`src/rtl/uart_byte_rx.sv`:
```
// uart_byte_rx: 8N1 UART receiver feeding a small byte FIFO.
// Framing errors and dropped bytes are flagged as one-cycle pulses.
`timescale 1ns/1ps
module uart_byte_rx #(
  parameter int CLKS_PER_BIT = 868,
  parameter int FIFO_DEPTH   = 4
) (
  input  logic       sys_clock,
  input  logic       resetn,
  input  logic       uart_rxd,
  output logic [7:0] rx_data,
  output logic       rx_valid,
  input  logic       rx_ready,
  output logic       frame_err,
  output logic       overflow
);

  localparam int CW = $clog2(CLKS_PER_BIT);
  localparam int AW = $clog2(FIFO_DEPTH);
  localparam logic [CW-1:0] HALF_LD = CW'(CLKS_PER_BIT / 2 - 1);
  localparam logic [CW-1:0] BIT_LD  = CW'(CLKS_PER_BIT - 1);

  typedef enum logic [2:0] {
    IDLE,
    START,
    DATA,
    STOP,
    WAIT_HIGH
  } state_t;

  logic          rxd_m;
  logic          rxd_s;
  state_t        state;
  state_t        state_n;
  logic [CW-1:0] bit_cnt;
  logic [CW-1:0] bit_cnt_n;
  logic [2:0]    bit_idx;
  logic [2:0]    bit_idx_n;
  logic [7:0]    shreg;
  logic [7:0]    shreg_n;
  logic          push;
  logic          ferr;
  logic          push_q;
  logic          ferr_q;
  logic [7:0]    byte_q;
  logic [AW:0]   wr_ptr;
  logic [AW:0]   rd_ptr;
  logic [7:0]    mem [FIFO_DEPTH];
  logic          full;
  logic          pop;
  logic          wr_en;

  // two-flop synchroniser, idles high
  always_ff @(posedge sys_clock or negedge resetn) begin
    if (!resetn) begin
      rxd_m <= 1'b1;
      rxd_s <= 1'b1;
    end else begin
      rxd_m <= uart_rxd;
      rxd_s <= rxd_m;
    end
  end

  // frame decoder state and datapath registers
  always_ff @(posedge sys_clock or negedge resetn) begin
    if (!resetn) begin
      state   <= IDLE;
      bit_cnt <= '0;
      bit_idx <= '0;
      shreg   <= '0;
    end else begin
      state   <= state_n;
      bit_cnt <= bit_cnt_n;
      bit_idx <= bit_idx_n;
      shreg   <= shreg_n;
    end
  end

  // next-state: mid-bit sampling driven by the bit timer
  always_comb begin
    state_n   = state;
    bit_cnt_n = bit_cnt;
    bit_idx_n = bit_idx;
    shreg_n   = shreg;
    push      = 1'b0;
    ferr      = 1'b0;
    unique case (state)
      IDLE: begin
        if (!rxd_s) begin
          bit_cnt_n = HALF_LD;
          state_n   = START;
        end
      end
      START: begin
        if (bit_cnt != '0) begin
          bit_cnt_n = bit_cnt - 1'b1;
        end else if (!rxd_s) begin
          bit_cnt_n = BIT_LD;
          bit_idx_n = '0;
          state_n   = DATA;
        end else begin
          state_n = IDLE;
        end
      end
      DATA: begin
        if (bit_cnt != '0) begin
          bit_cnt_n = bit_cnt - 1'b1;
        end else begin
          shreg_n   = {rxd_s, shreg[7:1]};
          bit_cnt_n = BIT_LD;
          bit_idx_n = bit_idx + 1'b1;
          if (bit_idx == 3'd7) begin
            state_n = STOP;
          end
        end
      end
      STOP: begin
        if (bit_cnt != '0) begin
          bit_cnt_n = bit_cnt - 1'b1;
        end else if (rxd_s) begin
          push    = 1'b1;
          state_n = IDLE;
        end else begin
          ferr    = 1'b1;
          state_n = WAIT_HIGH;
        end
      end
      WAIT_HIGH: begin
        if (rxd_s) begin
          state_n = IDLE;
        end
      end
      default: state_n = IDLE;
    endcase
  end

  // stage the completed frame one cycle ahead of the FIFO
  always_ff @(posedge sys_clock or negedge resetn) begin
    if (!resetn) begin
      push_q <= 1'b0;
      ferr_q <= 1'b0;
      byte_q <= '0;
    end else begin
      push_q <= push;
      ferr_q <= ferr;
      if (push) begin
        byte_q <= shreg;
      end
    end
  end

  assign full = (wr_ptr[AW] != rd_ptr[AW]) &&
                (wr_ptr[AW-1:0] == rd_ptr[AW-1:0]);
  assign rx_valid = (wr_ptr != rd_ptr);
  assign pop      = rx_valid && rx_ready;
  assign wr_en    = push_q && (!full || pop);
  assign rx_data  = mem[rd_ptr[AW-1:0]];

  // FIFO storage and pointers; a pop frees the slot a full push reuses
  always_ff @(posedge sys_clock or negedge resetn) begin
    if (!resetn) begin
      wr_ptr <= '0;
      rd_ptr <= '0;
      for (int i = 0; i < FIFO_DEPTH; i++) begin
        mem[i] <= '0;
      end
    end else begin
      if (pop) begin
        rd_ptr <= rd_ptr + 1'b1;
      end
      if (wr_en) begin
        mem[wr_ptr[AW-1:0]] <= byte_q;
        wr_ptr <= wr_ptr + 1'b1;
      end
    end
  end

  // status pulses, aligned with the byte landing in the FIFO
  always_ff @(posedge sys_clock or negedge resetn) begin
    if (!resetn) begin
      frame_err <= 1'b0;
      overflow  <= 1'b0;
    end else begin
      frame_err <= ferr_q;
      overflow  <= push_q && full && !pop;
    end
  end

endmodule

```
`config.mk`:
```
export PLATFORM = sky130hd
export DESIGN_NAME = uart_byte_rx
export DESIGN_NICKNAME = d
export VERILOG_FILES = /design/src/rtl/uart_byte_rx.sv
export SDC_FILE = /design/constraint.sdc
export NUM_CORES = 1
export LEC_CHECK = 0
export ABC_AREA = 1
export CAP_MARGIN = 30
export CORE_MARGIN = 4
export CORE_UTILIZATION = 48
export DETAILED_ROUTE_END_ITERATION = 12
export PLACE_DENSITY = 0.63
export SLEW_MARGIN = 20
export SYNTH_ARGS = -nofsm -noshare
export SYNTH_HDL_FRONTEND = slang
export SYNTH_SLANG_ARGS = --single-unit
```
`constraint.sdc`:
```
create_clock -name sys_clock -period 3.17 [get_ports sys_clock]
set_clock_uncertainty 0.1 [all_clocks]
set_input_delay 0.634 -clock sys_clock [delete_from_list [all_inputs] [get_ports sys_clock]]
set_output_delay 0.634 -clock sys_clock [all_outputs]
set_load 0.02 [all_outputs]
```
# After elaboration in Yosys (flattened, before gate mapping)
# Index checks and enable logic that the tools add are counted.
totals:
  register_bits: 76
  in_bits: 4
  out_inout_bits: 11
  elab_cells: 92
op_classes:
  add_sub_neg: 4
  magnitude_cmp: 3
  eq_ne: 17
  muxes: 31
  bitwise_logic: 3
  n_reduce_logical: 17
op_table:
  columns: ["op", "count"]
  rows:
  - ["2-to-1 mux 10 bit", 5]
  - ["case mux 10 bit (4 select lines)", 1]
  - ["bitwise mux 32 bit", 1]
  - ["2-to-1 mux 3 bit", 10]
  - ["2-to-1 mux 8 bit", 3]
  - ["binary-select mux 8 bit (select 2 bit)", 1]
  - ["demux 8 bit (select 2 bit)", 1]
  - ["!= test 2 bit, second input constant", 8]
  - ["case mux 3 bit (5 select lines)", 1]
  - ["nonzero test 10 bit", 1]
  - ["subtractor 10 x 1 -> 10 bit, second input constant", 1]
  - ["adder 3 x 1 -> 3 bit, second input constant", 3]
  - ["AND reduction 4 bit", 2]
  - ["== test 3 x 2 -> 1 bit, second input constant", 2]
  - ["== test 3 bit, second input constant", 2]
  - ["greater-or-equal comparator 3 bit, second input constant", 2]
  - ["logical AND 1 bit", 6]
  - ["2-to-1 mux 1 bit", 6]
  - ["inverter 2 -> 3 bit", 2]
  - ["case mux 3 bit (2 select lines)", 1]
  - ["AND reduction 6 bit", 1]
  - ["nonzero test 4 bit", 1]
  - ["== test 3 x 1 -> 1 bit, second input constant", 1]
  - ["logical NOT 3 bit", 1]
  - ["other kinds (11)", 12]

# Depth between registers and ports, before layout
logic_depth:
  word_depth: 6
  ltp_mapped: 12

# Worst setup path after synthesis
# Ideal clock, no wire load.
synth_timing:
  path_kind: "register to output"
  start: "register rd_ptr[0]"
  end: "output rx_data[6]"
  t_arrival_ns: 1.355
  required_time_ns: 2.436
  path_slack_ns: 1.081
  stages_incl_launch_ff: 6
  n_path_buf: 2
  path_cell_list: "dfrtp_1 buf_6 inv_1 clkbuf_1 o21ai_0 o22ai_1"
synth_via:
  elab_chain_cells: 4
synth_lines:
  columns: ["element", "line", "text"]
  rows:
  - ["from (decl)", "47", "logic [AW:0] rd_ptr;"]
  - ["from (signal assigned)", "169", "rd_ptr <= rd_ptr + 1'b1;"]
  - ["inverter 2 -> 3 bit (implied by the code)", "157", "assign rx_data = mem[rd_ptr[AW-1:0]];"]
  - ["binary-select mux 8 bit (select 2 bit)", "157", null]
  - ["2-to-1 mux 8 bit (implied by the code) (2 in series)", "157", null]
  - ["to (decl)", "11", "output logic [7:0] rx_data,"]
# Every way passes these cells. The select of a mux whose other input is x is not followed.

# Worst setup path after layout
layout_timing:
  start: "register rd_ptr[1]"
  end: "output rx_data[1]"
# The elaborated chain is that of the path after synthesis.

==> flow_metrics.env <==
export IMPL_status="finished clean"
export IMPL_wl_per_cell_um=13.3
export IMPL_worstPathArrival_ns=2.02
export IMPL_slew_violations=0
export IMPL_ir_worst_vdd_uv=181
export IMPL_path_cells="inv_1, o21ai_0, o22ai_1, clkdlybuf4s50_1"
export IMPL_drive_above_1_share_pct=10.8
export IMPL_yosysUniqueCellTypes=33
export IMPL_rsz0062_at_grt="no"
export IMPL_setup_viol=0
export IMPL_cts_setup_buffers=0
export IMPL_die_w_um=98.0
export IMPL_hold_viol_final=0
export IMPL_globalRouteOverflowTotal=0
export IMPL_grt_pass1_wl_mm=13.7
export IMPL_grt_max_degree=77
export IMPL_cp_end_kind="output port"
export IMPL_gp_congestion=0.821
export IMPL_power_density_nw_per_um2=416
export IMPL_place_ws_ns=0.782
export IMPL_synth_seq_cells=76
export IMPL_antenna_found_initial=0
export IMPL_dp_hpwl_mm=5.43
export IMPL_fin_cells=583
export IMPL_hold_class="primary input to async pin"
export IMPL_die_h_um=98.0
export IMPL_grt_pass1_vias=2923
export IMPL_utilization_pct=55.0
export IMPL_route_met2_wl_mm=3.66
export IMPL_cp_num_buf_inv=2
export IMPL_drtIter0Drc=125
export IMPL_leakagePower_uw=0.00222
export IMPL_h_tree_depth=3
export IMPL_ant_nets=0
export IMPL_cts_root_buffer="clkbuf_8"
export IMPL_fillCellCount=733
export IMPL_tightest_slew_ns=0.637
export IMPL_dp_cells=566
export IMPL_clkLatencyLatePin_ns=0.34
export IMPL_yosysWarnings=0
export IMPL_routed_wl_mm=7.74
export IMPL_slowest_stage="clkdlybuf4s50_1"
export IMPL_die_area_um2=9600
export IMPL_max_stage_delay_ns=0.63
export IMPL_netlist_area_um2=3880
export IMPL_cts_resized=0
export IMPL_area_growth_pct=10.6
export IMPL_nNetsFinal=489
export IMPL_viasPerCell=5.22
export IMPL_syn_nets=477
export IMPL_vias=3044
export IMPL_period_minus_slack_ns=2.75
export IMPL_top_layer_used="met4"
export IMPL_layout_setup_ws_ns=0.420
export IMPL_numPortBuffers=14
export IMPL_cts_sinks=76
export IMPL_path_clk_slew_ns=0.08
export IMPL_ys_seq_area_share_pct=49.0
export IMPL_finalCritPeriodShare_pct=86.7
export IMPL_maxCapViolCount=0
export IMPL_critPathTopFamily="buffers and inverters"
export IMPL_initial_utilization_pct=49.8
export IMPL_row_count=32
export IMPL_io_pins=15
export IMPL_fmax_ghz=0.364
export IMPL_path_class="flop to output port"
export IMPL_core_um2=7810
export IMPL_cts_tree="yes"
export IMPL_tns_ns=0
export IMPL_num_antenna_cells=0
export IMPL_start_kind="flop"
export IMPL_worstPathMaxFanout=12
export IMPL_stdcell_area_um2=4300
export IMPL_drc=0
export IMPL_critical_path_required_ns=2.44
export IMPL_cts_buffers=9
export IMPL_placed_area_um2=4060
export IMPL_synth_avg_cell_area_um2=8.37
export IMPL_met3WireLength_um=289
export IMPL_wl_met1_mm=3.70
export IMPL_holdBufCountCts=0
export IMPL_drtPass1Iterations=5
export IMPL_slew_headroom_pct=57.5
export IMPL_synthCells=464
export IMPL_clock_path_buffers=2
export IMPL_track_usage_pct=17.0
## power breakdown
part | leakage [µW] | internal (µW) | switching (µW)
registers | 0.00104 | 971 | 1.71
logic | 0.00109 | 7.39 | 21.9
clock network | 0.000102 | 409 | 377
## area by class of cell
| cell class | instances | area [µm²] | share of cell area (%) |
|---|---|---|---|
| multi-input combinational | 334 | 1720 | 40.1 |
| timing repair buffer | 19 | 195 | 4.54 |
| clock buffer | 11 | 151 | 3.52 |
| inverter | 36 | 135 | 3.15 |
| clock inverter | 5 | 58.8 | 1.37 |
| tap | 102 | 128 | 2.97 |
| sequential | 76 | 1900 | 44.3 |
## sequential cells by signal, indices dropped and copies added (netlist names), 3 cells and up
register  count
wr_ptr        3
rd_ptr        3
bit_idx       3
mem          32
bit_cnt      10
shreg         8
state         3
byte_q        8
## per-stage QoR
| step | hold slack, ns | power (µW) |
|---|---|---|
| final | 0.0434 | 1790 |
| after floorplan | 0.231 | 994 |
| after global placement | 0.233 | 1020 |
| after global routing | 0.0411 | 1840 |
| after detailed placement | 0.238 | 1020 |
| after CTS | 0.258 | 1790 |
## cells by family (layout without fill, tap and decap cells)
family / after synthesis / in the layout / share of synthesized area, %
AOI/OAI and AO/OA: 52 / 52 / 8.05
xor gates and xnor gates: 7 / 7 / 1.58
DFF: 76 / 76 / 49.0
and+or+nand+nor: 266 / 266 / 31.8
buffers and inverters: 54 / 71 / 6.63
adders and majority gates: 9 / 9 / 2.90
## cells in the mapped netlist, drive strengths merged
master,instances,area [µm²]
nand3,30,180
nand2,155,614
dfstp,2,52.6
buf,13,103
inv,36,135
nand3b,1,7.51
ha,9,113
dfrtp,74,1850
o21a,1,7.51
nor2,41,190
nor4,1,6.26
xor2,4,35.0
o22ai,8,50.1
nand4,38,238
xnor2,3,26.3
a21oi,4,31.3
o21ai,38,216
clkbuf,5,20.0
o21bai,1,7.51
## cells in the final DEF, fill, tap and decap left out, types with 2 or more instances in the layout
cell type and instances:
nand3_4 2, buf_4 5, a21oi_2 3, dfstp_2 2
inv_1 33, xor2_1 4, nand4_1 38, nand2_4 3
nand2_2 4, xnor2_1 3, o21ai_2 7, nand2_1 148
nor2_2 2, inv_2 3, nand3_1 27, clkinvlp_4 2
ha_1 9, o22ai_1 8, dfrtp_1 74, nor2_4 2
clkdlybuf4s50_1 13, nor2_1 36, clkbuf_8 11, o21ai_0 21
o21ai_1 10
## per-layer routing
layer,up-vias,track usage (%)
li1,1563,-
met1,1414,23.4
met2,57,26.9
met4,0,6.50
met3,10,2.93
met5,-,0
## path summary, 6_finish.rpt
path,start,endpoint,slack (ns),cells past startpoint
worst max-delay path,rd_ptr[1],rx_data[1],0.42,4
worst max register to register,rd_ptr[1],mem[5],1.04,7
worst min register to register,ferr_q,frame_err,0.26,0
min in group sys_clock,ferr_q,frame_err,0.26,0
worst min-delay path,resetn,rd_ptr[2],0.04,1
max in group asynchronous,resetn,rxd_s,2.32,2
(Power assumes the default switching activity.)
